--- src/rtl/axi4_types.sv ---
// ---------------------------------------------------------------------------
// axi4_types
//   Shared AXI4-Lite type definitions: the response-code type and the
//   response-code constants used by slaves on the interconnect.
// ---------------------------------------------------------------------------
package axi4_types;

    typedef logic [1:0] axi4l_resp_t;

    localparam axi4l_resp_t AXI4_RESP_L_OKAY   = 2'b00;
    localparam axi4l_resp_t AXI4_RESP_L_SLVERR = 2'b10;
    localparam axi4l_resp_t AXI4_RESP_L_DECERR = 2'b11;

endpackage

--- src/rtl/axi4l_txn_counter.sv ---
// ---------------------------------------------------------------------------
// axi4l_txn_counter
//   Up/down occupancy counter for owed responses (one instance per
//   response channel). Simultaneous inc and dec hold the count.
// Ports
//   clk      in   1    clock
//   rst_n    in   1    asynchronous reset, active-low
//   inc      in   1    one response became owed
//   dec      in   1    one response was delivered
//   count    out  CW   current occupancy, 0..MAX
//   nonzero  out  1    count != 0
//   full     out  1    count == MAX
// ---------------------------------------------------------------------------
module axi4l_txn_counter #(
    parameter int MAX = 4,
    localparam int CW = $clog2(MAX + 1)
) (
    input  logic          clk,
    input  logic          rst_n,
    input  logic          inc,
    input  logic          dec,
    output logic [CW-1:0] count,
    output logic          nonzero,
    output logic          full
);

    localparam logic [CW-1:0] L_MAX = CW'(MAX);

    logic [CW-1:0] r_count;
    logic          w_up;
    logic          w_down;

    // Guards keep the counter in range even if a caller misbehaves.
    assign w_up   = inc && !dec && (r_count != L_MAX);
    assign w_down = dec && !inc && (r_count != '0);

    always_ff @(posedge clk or negedge rst_n) begin
        if (!rst_n) begin
            r_count <= '0;
        end else if (w_up) begin
            r_count <= r_count + 1'b1;
        end else if (w_down) begin
            r_count <= r_count - 1'b1;
        end
    end

    assign count   = r_count;
    assign nonzero = (r_count != '0);
    assign full    = (r_count == L_MAX);

endmodule

--- src/rtl/axi4l_default_slave_mo.sv ---
// ---------------------------------------------------------------------------
// axi4l_default_slave_mo
//   AXI4-Lite default (error) slave for unmapped address space. Accepts AW
//   and W independently in either order, keeps up to MAX_OUTSTANDING
//   responses pending per direction, answers every transaction with
//   RESP_CODE (read data RDATA_PATTERN) and records the faulting address
//   plus a saturating fault count.
// Ports
//   ACLK, ARESETn              clock, asynchronous active-low reset
//   awvalid/awready/awaddr     write address channel
//   wvalid/wready/wdata/wstrb  write data channel (data discarded)
//   bvalid/bready/bresp        write response channel
//   arvalid/arready/araddr     read address channel
//   rvalid/rready/rdata/rresp  read data channel
//   err_clr                    synchronous clear of err_count/err_valid
//   err_valid                  a fault was recorded since reset/clear
//   err_addr                   address of most recent fault
//   err_is_write               most recent fault was a write
//   err_count                  saturating count of address handshakes
// ---------------------------------------------------------------------------
module axi4l_default_slave_mo
    import axi4_types::*;
#(
    parameter int                    ADDR_WIDTH      = 32,
    parameter int                    DATA_WIDTH      = 32,
    parameter int                    MAX_OUTSTANDING = 4,
    parameter axi4l_resp_t           RESP_CODE       = AXI4_RESP_L_DECERR,
    parameter logic [DATA_WIDTH-1:0] RDATA_PATTERN   = '0,
    parameter int                    CNT_WIDTH       = 16
) (
    input  logic                    ACLK,
    input  logic                    ARESETn,
    input  logic                    awvalid,
    output logic                    awready,
    input  logic [ADDR_WIDTH-1:0]   awaddr,
    input  logic                    wvalid,
    output logic                    wready,
    input  logic [DATA_WIDTH-1:0]   wdata,
    input  logic [DATA_WIDTH/8-1:0] wstrb,
    output logic                    bvalid,
    input  logic                    bready,
    output axi4l_resp_t             bresp,
    input  logic                    arvalid,
    output logic                    arready,
    input  logic [ADDR_WIDTH-1:0]   araddr,
    output logic                    rvalid,
    input  logic                    rready,
    output logic [DATA_WIDTH-1:0]   rdata,
    output axi4l_resp_t             rresp,
    input  logic                    err_clr,
    output logic                    err_valid,
    output logic [ADDR_WIDTH-1:0]   err_addr,
    output logic                    err_is_write,
    output logic [CNT_WIDTH-1:0]    err_count
);

    localparam int            CW    = $clog2(MAX_OUTSTANDING + 1);
    localparam logic [CW:0]   L_MAX = (CW + 1)'(MAX_OUTSTANDING);

    logic                  r_init_done;
    logic [CW-1:0]         r_aw_q;
    logic [CW-1:0]         r_w_q;
    logic                  r_err_valid;
    logic [ADDR_WIDTH-1:0] r_err_addr;
    logic                  r_err_is_write;
    logic [CNT_WIDTH-1:0]  r_err_count;

    logic                  w_aw_hs;
    logic                  w_w_hs;
    logic                  w_ar_hs;
    logic                  w_aw_avail;
    logic                  w_w_avail;
    logic                  w_pair;
    logic [CW-1:0]         w_b_cnt;
    logic                  w_b_nz;
    logic                  w_b_full;
    logic [CW-1:0]         w_r_cnt;
    logic                  w_r_nz;
    logic                  w_r_full;
    logic                  w_aw_room;
    logic                  w_w_room;
    logic [1:0]            w_err_inc;
    logic [CNT_WIDTH-1:0]  w_err_base;
    logic [CNT_WIDTH:0]    w_err_sum;
    logic [CNT_WIDTH-1:0]  w_err_count_next;
    logic                  w_unused_ok;

    // Write data is swallowed; fold the inputs into a sink so they are visibly consumed.
    assign w_unused_ok = ^{wdata, wstrb, w_r_cnt};

    // Readies stay low until the first edge after reset release.
    always_ff @(posedge ACLK or negedge ARESETn) begin
        if (!ARESETn) begin
            r_init_done <= 1'b0;
        end else begin
            r_init_done <= 1'b1;
        end
    end

    // ---------------------------------------------------------------- write
    assign w_aw_hs = awvalid && awready;
    assign w_w_hs  = wvalid && wready;

    // Unpaired AW/W entries still reserve a response slot, so each queue is
    // throttled against the responses already owed.
    assign w_aw_room = ({1'b0, r_aw_q} + {1'b0, w_b_cnt}) < L_MAX;
    assign w_w_room  = ({1'b0, r_w_q}  + {1'b0, w_b_cnt}) < L_MAX;
    assign awready   = r_init_done && !w_b_full && w_aw_room;
    assign wready    = r_init_done && !w_b_full && w_w_room;

    // A pending or arriving AW meets a pending or arriving W: one of each is
    // consumed. Only one side can ever be queued, so aw_q*w_q stays 0.
    assign w_aw_avail = (r_aw_q != '0) || w_aw_hs;
    assign w_w_avail  = (r_w_q  != '0) || w_w_hs;
    assign w_pair     = w_aw_avail && w_w_avail;

    always_ff @(posedge ACLK or negedge ARESETn) begin
        if (!ARESETn) begin
            r_aw_q <= '0;
            r_w_q  <= '0;
        end else begin
            r_aw_q <= r_aw_q + CW'(w_aw_hs) - CW'(w_pair);
            r_w_q  <= r_w_q  + CW'(w_w_hs)  - CW'(w_pair);
        end
    end

    axi4l_txn_counter #(
        .MAX     (MAX_OUTSTANDING)
    ) u_b_cnt (
        .clk     (ACLK),
        .rst_n   (ARESETn),
        .inc     (w_pair),
        .dec     (bvalid && bready),
        .count   (w_b_cnt),
        .nonzero (w_b_nz),
        .full    (w_b_full)
    );

    assign bvalid = w_b_nz;
    assign bresp  = RESP_CODE;

    // ----------------------------------------------------------------- read
    assign w_ar_hs = arvalid && arready;
    assign arready = r_init_done && !w_r_full;

    axi4l_txn_counter #(
        .MAX     (MAX_OUTSTANDING)
    ) u_r_cnt (
        .clk     (ACLK),
        .rst_n   (ARESETn),
        .inc     (w_ar_hs),
        .dec     (rvalid && rready),
        .count   (w_r_cnt),
        .nonzero (w_r_nz),
        .full    (w_r_full)
    );

    assign rvalid = w_r_nz;
    assign rresp  = RESP_CODE;
    assign rdata  = RDATA_PATTERN;

    // -------------------------------------------------------- error capture
    // A clear in the same cycle as a handshake restarts the count from the
    // handshake increment instead of from zero-then-nothing.
    assign w_err_inc        = {1'b0, w_aw_hs} + {1'b0, w_ar_hs};
    assign w_err_base       = err_clr ? '0 : r_err_count;
    assign w_err_sum        = {1'b0, w_err_base} + (CNT_WIDTH + 1)'(w_err_inc);
    assign w_err_count_next = w_err_sum[CNT_WIDTH] ? '1 : w_err_sum[CNT_WIDTH-1:0];

    always_ff @(posedge ACLK or negedge ARESETn) begin
        if (!ARESETn) begin
            r_err_valid    <= 1'b0;
            r_err_addr     <= '0;
            r_err_is_write <= 1'b0;
            r_err_count    <= '0;
        end else if (w_aw_hs || w_ar_hs) begin
            // Write side takes priority for the captured address.
            r_err_valid    <= 1'b1;
            r_err_addr     <= w_aw_hs ? awaddr : araddr;
            r_err_is_write <= w_aw_hs;
            r_err_count    <= w_err_count_next;
        end else if (err_clr) begin
            r_err_valid    <= 1'b0;
            r_err_count    <= '0;
        end
    end

    assign err_valid    = r_err_valid;
    assign err_addr     = r_err_addr;
    assign err_is_write = r_err_is_write;
    assign err_count    = r_err_count;

endmodule

--- config.mk ---
export PLATFORM = sky130hd
export DESIGN_NAME = axi4l_default_slave_mo
export DESIGN_NICKNAME = d
export VERILOG_FILES = /design/src/rtl/axi4_types.sv /design/src/rtl/axi4l_txn_counter.sv /design/src/rtl/axi4l_default_slave_mo.sv
export SDC_FILE = /design/constraint.sdc
export NUM_CORES = 1
export LEC_CHECK = 0
export ABC_CLOCK_PERIOD_IN_PS = 6500
export BUFFER_PORTS_ARGS = -buffer_cell sky130_fd_sc_hd__buf_2
export CAP_MARGIN = 25
export CORE_MARGIN = 2
export CORE_UTILIZATION = 35
export CTS_CLUSTER_SIZE = 16
export DETAILED_ROUTE_END_ITERATION = 8
export HOLD_SLACK_MARGIN = 0.03
export PLACE_DENSITY_LB_ADDON = 0.15
export SKIP_LAST_GASP = 1
export SLEW_MARGIN = 20
export SYNTH_ARGS = -nofsm -noshare
export SYNTH_HDL_FRONTEND = slang
export SYNTH_SLANG_ARGS = --single-unit
--- constraint.sdc ---
create_clock -name ACLK -period 6.5 [get_ports ACLK]
set_clock_uncertainty 0.2 [all_clocks]
set_input_delay 1.95 -clock ACLK [delete_from_list [all_inputs] [get_ports ACLK]]
set_output_delay 1.95 -clock ACLK [all_outputs]
set_load 0.05 [all_outputs]
==> flow_summary.ini, run 1 <==
[place]
gp_congestion = 0.7575
port_buffers = 126
dp_hpwl_mm = 6.441
dp_cells = 658

[synthesis]
ys_seq_area_frac = 0.4174
synth_cell_type_count = 56
synth.area.mux_share = 0.005631
synth_top_family_by_area = simple AND/OR/NAND/NOR gates
synth_area_leaders = dfrtp_1, nand2_1, buf_4
synth_compound_area_frac = 0.1441
synth-seq-cells = 63
yosys.area_share.simple = 0.2127
yosys.area.top_type = dfrtp_1
synth_cells = 414
synth_xor_area_frac = 0.04174
synth_commonest_cells = nand2_1, dfrtp_1, nor2_1
avgSynthCellArea_sq_um = 9.124
synth_most_common_cell = nand2_1
synthAdderAreaFrac = 0.05631
async_flop_share = 1.000
syn-cell-area_sq_um = 3777
synth_edf_count = 0
synth_top_area_share = 0.4174
ys_warn_count = 0
synthFlopType = dfrtp_1

[grt]
first_global_vias = 3039
grt-busiest-layer = met2
antenna_found_initial = 0
grt_overflow = 0
met2_usage = 0.2668
track_usage = 0.1637
grt_pass1_wl_mm = 14.78
grt_util_met3 = 0.02906
grt_max_degree = 83
grt_util_met1 = 0.2062

[flow_run]
drv_cap = 0

[timing]
fmax_mhz = 229.6
timing.final.crit_share = 0.6699
max-slew-margin-rel = 0.4243
grt_setup_unrepaired = false
setup_viol = 0
worst_pin_slew_ns = 0.8636
fin_tns_setup_ns = 0
period_needed_ns = 4.355
hold_viol = 0
final_max_slew_viol_count = 0

[die]
ios = 199
die-height_um = 107.9
rows = 37
core_sq_um = 10420
dieArea_sq_um = 11640
die_w_um = 107.9
initial_core_util = 0.3626

[layout]
area_growth_pct = 20.34
drive_gt1_frac = 0.3030
final_nets = 655
n_antenna_cell = 0
post-route-util = 0.4364
finalNonFillerCells = 674

[clocking]
ctsHtreeMaxLevel = 3
postCtsHoldBufs = 0
cts_setup_buffers = 0
cts_buffer_depth = 2
cts_resized = 0
cts_tree = built
cts_inserted_buffers = 9
clock-sinks = 63
insertion_delay_ns = 0.35
path_clk_slew_ns = 0.06
ctsRootBufferMaster = clkbuf_8

[routing]
drcViolationCount = 0
drt_wl_total_mm = 9.289
ant_nets = 0
detail_route.wl_per_cell_um = 13.78
drtPass1Iterations = 4
vias_per_cell = 4.795
dr.first_iter.drc_count = 146
vias = 3232

[power]
leakage_nw = 2.289
vdd_drop_max_mv = 0.2062
cellPowerDensity_nw_per_um2 = 494.8

[worst_setup_path]
critPathCaptureType = flip-flop
critPathSlowestCell = a22oi_2
arrival_ns = 4.38
path_class = input pin to flip-flop
cpPeakStageDelay_ns = 0.55
required_ns = 6.53
crit_buf_inv = 1
critPathTopFamily = compound AO/OA/AOI/OAI gates
cp-start-kind = input pin
crit_chain = buf_2 -> nor4b_1 -> nand4_1 -> a22oi_2 -> o211ai_1 -> fa_1 -> nand2_1 -> a221o_1 -> o32ai_1 -> a311o_1
path_max_fanout = 10

[status]
status = complete, no violations

[worst_hold_path]
hold_path.class = flip-flop to flip-flop
[worst paths after layout]
kind | startpoint | end | slack (ns) | cells after the start
max | wvalid | u_b_cnt.count[2] | 2.15 | 10
min | err_is_write | err_is_write | 0.30 | 2
max reg2reg | u_b_cnt.count[2] | u_b_cnt.count[2] | 3.02 | 10
min reg2reg | err_is_write | err_is_write | 0.30 | 2
max in group asynchronous | ARESETn | err_count[13] | 3.94 | 2
min in group asynchronous | ARESETn | err_count[14] | 1.58 | 2
[layer usage]
layer,vias to the layer above,share of wire
met4,0,0.026
met2,96,0.50
met1,1540,0.43
met3,17,0.042
li1,1579,-
met5,-,0
[cells by family (layout without fill, tap and decap cells)]
| group | count (synthesis) | count (layout) |
|---|---|---|
| AOI/OAI and AO/OA | 72 | 72 |
| xor gates and xnor gates | 18 | 18 |
| adders and majority gates | 14 | 14 |
| buffers and inverters | 72 | 161 |
| DFF | 63 | 63 |
| muxes | 2 | 2 |
| other | 2 | 37 |
| and+or+nand+nor | 171 | 171 |
[cell type report]
class | count | area, sq um
inverter | 15 | 56.30
fill | 1073 | 5871
clock inverter | 4 | 45.04
sequential | 63 | 1577
timing repair buffer | 130 | 673.1
tap | 136 | 170.2
multi-input combinational | 314 | 1879
clock buffer | 12 | 145.1
[state kept, by name, summed over array words and instances, names as in the netlist]
name	flops
err_valid	1
err_is_write	1
r_w_q	3
r_aw_q	3
r_init_done	1
u_r_cnt.count	3
u_b_cnt.count	3
err_count	16
err_addr	32
[cells in the final DEF (no fill, tap or decap), drive strengths merged, types with 2 or more instances in the layout]
| cell type | count |
|---|---|
| a2111oi | 6 |
| a211oi | 4 |
| a21oi | 7 |
| a221o | 2 |
| a31oi | 32 |
| and2b | 4 |
| and3 | 3 |
| and4 | 3 |
| buf | 130 |
| clkbuf | 12 |
| clkinv | 3 |
| conb | 37 |
| dfrtp | 63 |
| fa | 5 |
| ha | 9 |
| inv | 15 |
| nand2 | 81 |
| nand2b | 3 |
| nand3 | 7 |
| nand4 | 2 |
| nor2 | 44 |
| nor3 | 10 |
| nor3b | 2 |
| nor4b | 2 |
| o211ai | 2 |
| o21ai | 10 |
| or2 | 2 |
| or3 | 2 |
| xnor2 | 18 |
[stage by stage]
stage,instance area (sq um),total power (W),hold slack (ns),worst slack (ns)
after floorplan,3909,0.001675,0.2774,2.110
after global placement,4335,0.001901,0.2724,1.565
after detailed placement,4355,0.001930,0.2774,1.810
after CTS,4546,0.002283,0.2939,2.190
after global routing,4546,0.002420,0.3164,1.982
final,4546,0.002249,0.3011,2.145
[power by group]
part	switching, W	internal (W)
Clock	0.000154	0.000186
Combinational	0.000873	0.000371
Sequential	0.000113	0.000552
Total	0.00114	0.00111
[worst register-to-register path, cell delays in order (launching register included)]
cell and delay (ns):
dfrtp_1 0.46, ha_1 0.32, nor4b_1 0.27, nand4_1 0.28, a22oi_2 0.55, o211ai_1 0.20
fa_1 0.44, nand2_1 0.08, a221o_1 0.14, o32ai_1 0.10, a311o_1 0.33
Power figures use the tool's default switching activity.
==> inputs of run 2 (changes only) <==
- ABC_AREA: default -> 1
- ABC_CLOCK_PERIOD_IN_PS: 6500 -> 3810
- clock period: 6.5 -> 3.81 ns (I/O delays scaled with it)
==> flow_summary.ini, run 2 <==
[layout]
layout_commonest_cell = nand2_1
area_growth_pct = 21.27
finalNonFillerCells = 753
largest_reg_flops = 32
final_nets = 729
post-route-util = 0.4343
fillCellCount = 1108
layout_common_cells = nand2_1, buf_2, nand3_1
drive_gt1_frac = 0.2941

[synthesis]
synth_commonest_cells = nand2_1, nand3_1, dfrtp_1
syn-cell-area_sq_um = 3865
synth_cell_type_count = 34
synth_edf_count = 0
synth_area_leaders = dfrtp_1, nand2_1, nand3_1
async_flop_share = 1.000
ys_seq_area_frac = 0.4079
synth_cells = 482
yosys.area.top_type = dfrtp_1
ys_warn_count = 0
avgSynthCellArea_sq_um = 8.019
synthFlopType = dfrtp_1
synth-seq-cells = 63
synth_most_common_cell = nand2_1
synth_top_area_share = 0.4079

[timing]
max-slew-margin-rel = 0.4447
setup_viol = 0
fin_tns_setup_ns = 0
worst_pin_slew_ns = 0.8329
period_needed_ns = 3.024
fmax_mhz = 330.7
timing.final.crit_share = 0.7936
hold_viol = 0
holdWs_ns = 0.2735
grt_setup_unrepaired = false
final_max_slew_viol_count = 0

[place]
port_buffers = 126
dp_cells = 736
gp_congestion = 0.8046
dp_hpwl_mm = 6.849

[grt]
first_global_vias = 3142
grt_max_degree = 64
met2_usage = 0.2689
grt-busiest-layer = met2
grt_util_met1 = 0.2072
grt_overflow = 0
grt_util_met3 = 0.04244
track_usage = 0.1631
grt_pass1_wl_mm = 15.04
antenna_found_initial = 1

[die]
ios = 199
core_sq_um = 10790
dieArea_sq_um = 11900
die_w_um = 109.1
initial_core_util = 0.3581
rows = 38
die-height_um = 109.1

[worst_hold_path]
hold_start = err_is_write
hold_path.class = flip-flop to flip-flop
min_to = err_is_write
hold_depth = 2

[power]
leakage_nw = 2.550
cellPowerDensity_nw_per_um2 = 797.8
p_clk_frac = 0.171
p_int_w = 0.001816
vdd_drop_max_mv = 0.3877
p_sw_w = 0.001923
sequentialPowerShare = 0.297
swShare = 0.5143
combPwrFrac = 0.532

[clocking]
path_clk_slew_ns = 0.08
cts_setup_buffers = 0
ctsRootBufferMaster = clkbuf_8
clock-sinks = 63
cts_buffer_depth = 2
postCtsHoldBufs = 0
ctsHtreeMaxLevel = 3
cts_tree = built
insertion_delay_ns = 0.34
cts_resized = 0
cts_inserted_buffers = 9

[routing]
drt_wl_total_mm = 9.491
detail_route.wl_per_cell_um = 12.60
ant_nets = 0
dr.first_iter.drc_count = 130
vias_per_cell = 4.474
vias = 3369
drtPass1Iterations = 4
drcViolationCount = 0

[worst_setup_path]
cp-start-kind = flip-flop
path_class = flip-flop to output port
rr_startpoint = u_b_cnt.count[1]
required_ns = 2.47
ff2ff_path_depth = 15
path_max_fanout = 6
critPathCaptureType = output port
arrival_ns = 1.68
rrSetupSlack_ns = 0.86
reg2reg_to = err_count[14]

[status]
status = complete, no violations

[flow_run]
drv_cap = 0
-- run 2: layer usage --
layer / up-vias / share of wire
met4: 0 / 0.013
met2: 87 / 0.48
met3: 12 / 0.060
met1: 1563 / 0.45
met5: - / 0
li1: 1707 / -
-- run 2: final cells by class --
type,instances,area (sq um),share of cell area
Timing Repair Buffer,131,668.1,0.1426
Sequential cell,63,1577,0.3364
Clock inverter,6,85.08,0.01815
Clock buffer,10,127.6,0.02723
Antenna cell,1,2.502,0.0005339
Tap cell,140,175.2,0.03737
Inverter,45,168.9,0.03604
Multi-Input combinational cell,357,1883,0.4018
-- run 2: cell families after synthesis --
| group | after synthesis | synth area share |
|---|---|---|
| xor gates and xnor gates | 10 | 0.02266 |
| AOI/OAI and AO/OA | 25 | 0.04079 |
| and+or+nand+nor | 271 | 0.3328 |
| adders and majority gates | 14 | 0.05504 |
| DFF | 63 | 0.4079 |
| buffers and inverters | 97 | 0.1389 |
| other | 2 | 0.001943 |
-- run 2: worst max path at each step --
stage	slack, ns	startpoint	to
floorplan	0.56	u_b_cnt.count[2]	awready
global placement	0.52	err_clr	err_count[13]
detailed placement	0.50	err_clr	err_count[14]
CTS	0.75	u_b_cnt.count[2]	awready
global route	0.60	u_b_cnt.count[1]	err_count[1]
finish	0.79	u_b_cnt.count[2]	awready
-- run 2: worst max-delay path, stage by stage, from the launching register on --
cell and delay [ns]:
dfrtp_1 0.48, ha_1 0.31, inv_1 0.05, nand2_1 0.07, nor3_1 0.15, buf_2 0.28
-- run 2: per-stage QoR --
stage	area, sq um	power (W)	setup slack [ns]
after floorplan	3996	0.002701	0.5627
after global placement	4472	0.003099	0.5226
after detailed placement	4472	0.003144	0.4964
after CTS	4684	0.003796	0.7514
after global routing	4684	0.004043	0.5969
final	4687	0.003739	0.7864
-- run 2: power by group through the flow --
| stage | Clock (W) | Combinational (W) | Sequential (W) |
|---|---|---|---|
| after floorplan | 0 | 0.000989 | 0.00171 |
| after global placement | 0 | 0.00198 | 0.00112 |
| after detailed placement | 0 | 0.00203 | 0.00112 |
| after CTS | 0.000660 | 0.00202 | 0.00111 |
| after global routing | 0.000685 | 0.00221 | 0.00115 |
| final | 0.000641 | 0.00199 | 0.00111 |
==> inputs of run 3 (changes only) <==
- ABC_CLOCK_PERIOD_IN_PS: 3810 -> 2600
- clock period: 3.81 -> 2.6 ns (I/O delays scaled with it)
==> flow_summary.ini, run 3 (synthesis results as in run 2) <==
[power]
cellPowerDensity_nw_per_um2 = 1188
vdd_drop_max_mv = 0.7229
leakage_nw = 2.832
p_total_w = 0.006352

[layout]
layout_commonest_cell = buf_2
n_antenna_cell = 0
largest_reg_flops = 32
area_growth_pct = 38.39
final_nets = 763
drive_gt1_frac = 0.4102
finalNonFillerCells = 786
post-route-util = 0.4956
layout_common_cells = buf_2, nand2_1, nand3_1

[die]
die-height_um = 109.1
ios = 199
dieArea_sq_um = 11900
die_w_um = 109.1
core_sq_um = 10790
initial_core_util = 0.3581
rows = 38

[worst_setup_path]
arrival_ns = 2.69
reg2reg_to = r_aw_q[2]
rr_startpoint = u_b_cnt.count[1]
cp-start-kind = flip-flop
ff2ff_path_depth = 14
required_ns = 2.63
cp-startpoint = u_b_cnt.count[1]
path_max_fanout = 4
rrSetupSlack_ns = -0.06
critPathCaptureType = flip-flop
path_class = flip-flop to flip-flop

[timing]
grt_setup_unrepaired = true
period_needed_ns = 2.661
setup_viol = 16
fmax_mhz = 375.8
timing.final.crit_share = 1.024
final_max_slew_viol_count = 0
holdWs_ns = 0.1456
hold_viol = 0
timing.final.ws_setup_ns = -0.06132

[routing]
vias_per_cell = 4.556
dr.first_iter.drc_count = 166
drtPass1Iterations = 6
ant_nets = 0
detail_route.wl_per_cell_um = 12.88
vias = 3581
drcViolationCount = 0
drt_wl_total_mm = 10.13

[place]
dp_hpwl_mm = 7.431
dp_cells = 761
port_buffers = 126
gp_congestion = 0.8231

[grt]
grt_overflow = 0
grt_max_degree = 36
grt_pass1_wl_mm = 15.86
track_usage = 0.1725
antenna_found_initial = 0
first_global_vias = 3347

[clocking]
ctsHtreeMaxLevel = 3
path_clk_slew_ns = 0.07
ctsRootBufferMaster = clkbuf_8
insertion_delay_ns = 0.35
clock-sinks = 63
postCtsHoldBufs = 0
cts_tree = built
cts_inserted_buffers = 9
cts_buffer_depth = 2

[flow_run]
drv_cap = 0

[status]
failed_checks = setup timing
status = finished with violations

[worst_hold_path]
hold_path.class = input pin to asynchronous set/reset pin
[run 3: worst max path at each step]
stage,end,depth (start not counted)
2_1_floorplan,r_aw_q[2],13
3_3_place_gp,r_aw_q[2],14
3_5_place_dp,r_aw_q[2],14
4_1_cts,r_aw_q[2],14
5_1_grt,err_count[14],16
6_report,r_aw_q[2],14
[run 3: timing repair]
item,CTS,global route
cloned,0,0
pin swaps,23,26
setup endpoints to repair,15,52
gates resized for setup,38,31
buffers inserted,5,6
[run 3: layout make-up]
cell class / instances / area, sq um
Sequential cell: 63 / 1578
Tap cell: 140 / 175.2
Fill cell: 1018 / 5444
Timing Repair Buffer: 165 / 996.0
Inverter: 45 / 181.4
Multi-Input combinational cell: 357 / 2187
Clock inverter: 5 / 80.08
Clock buffer: 11 / 151.4
[run 3: report_power, final]
part / total [W] / internal, W / switching [W] / leakage [nW]
sequential: 0.00161 / 0.00136 / 0.000252 / 0.797
combinational: 0.00374 / 0.00126 / 0.00248 / 1.92
clock: 0.000999 / 0.000590 / 0.000408 / 0.112
total: 0.00635 / 0.00321 / 0.00314 / 2.83
[run 3: layer usage]
layer | global-route usage | wire [um] | vias up
met5 | 0 | 0 | -
met4 | 0.06868 | 220 | 0
met3 | 0.03586 | 429 | 14
met2 | 0.2760 | 5030 | 88
met1 | 0.2278 | 4446 | 1698
li1 | - | - | 1781
[run 3: worst max-delay path, stage by stage, from the launching register on]
cell and delay, ns:
dfrtp_1 0.40, ha_1 0.29, nand2_2 0.06, nor2_4 0.14
nor2_4 0.06, nand3_4 0.11, nand2_4 0.07, nand2_4 0.10
inv_6 0.05, ha_4 0.25, inv_2 0.03, ha_4 0.14
fa_2 0.35, xnor2_2 0.15, xor2_1 0.14
[run 3: per-stage QoR]
step / worst slack [ns] / setup TNS [ns] / instance area (sq um)
finish: -0.06132 / -0.4838 / 5349
global route: -0.1853 / -2.563 / 5349
CTS: -0.1201 / -1.267 / 5186
detailed placement: -0.2009 / -0.6313 / 4768
global placement: -0.1166 / -0.4459 / 4768
floorplan: -0.1036 / -0.9767 / 4084
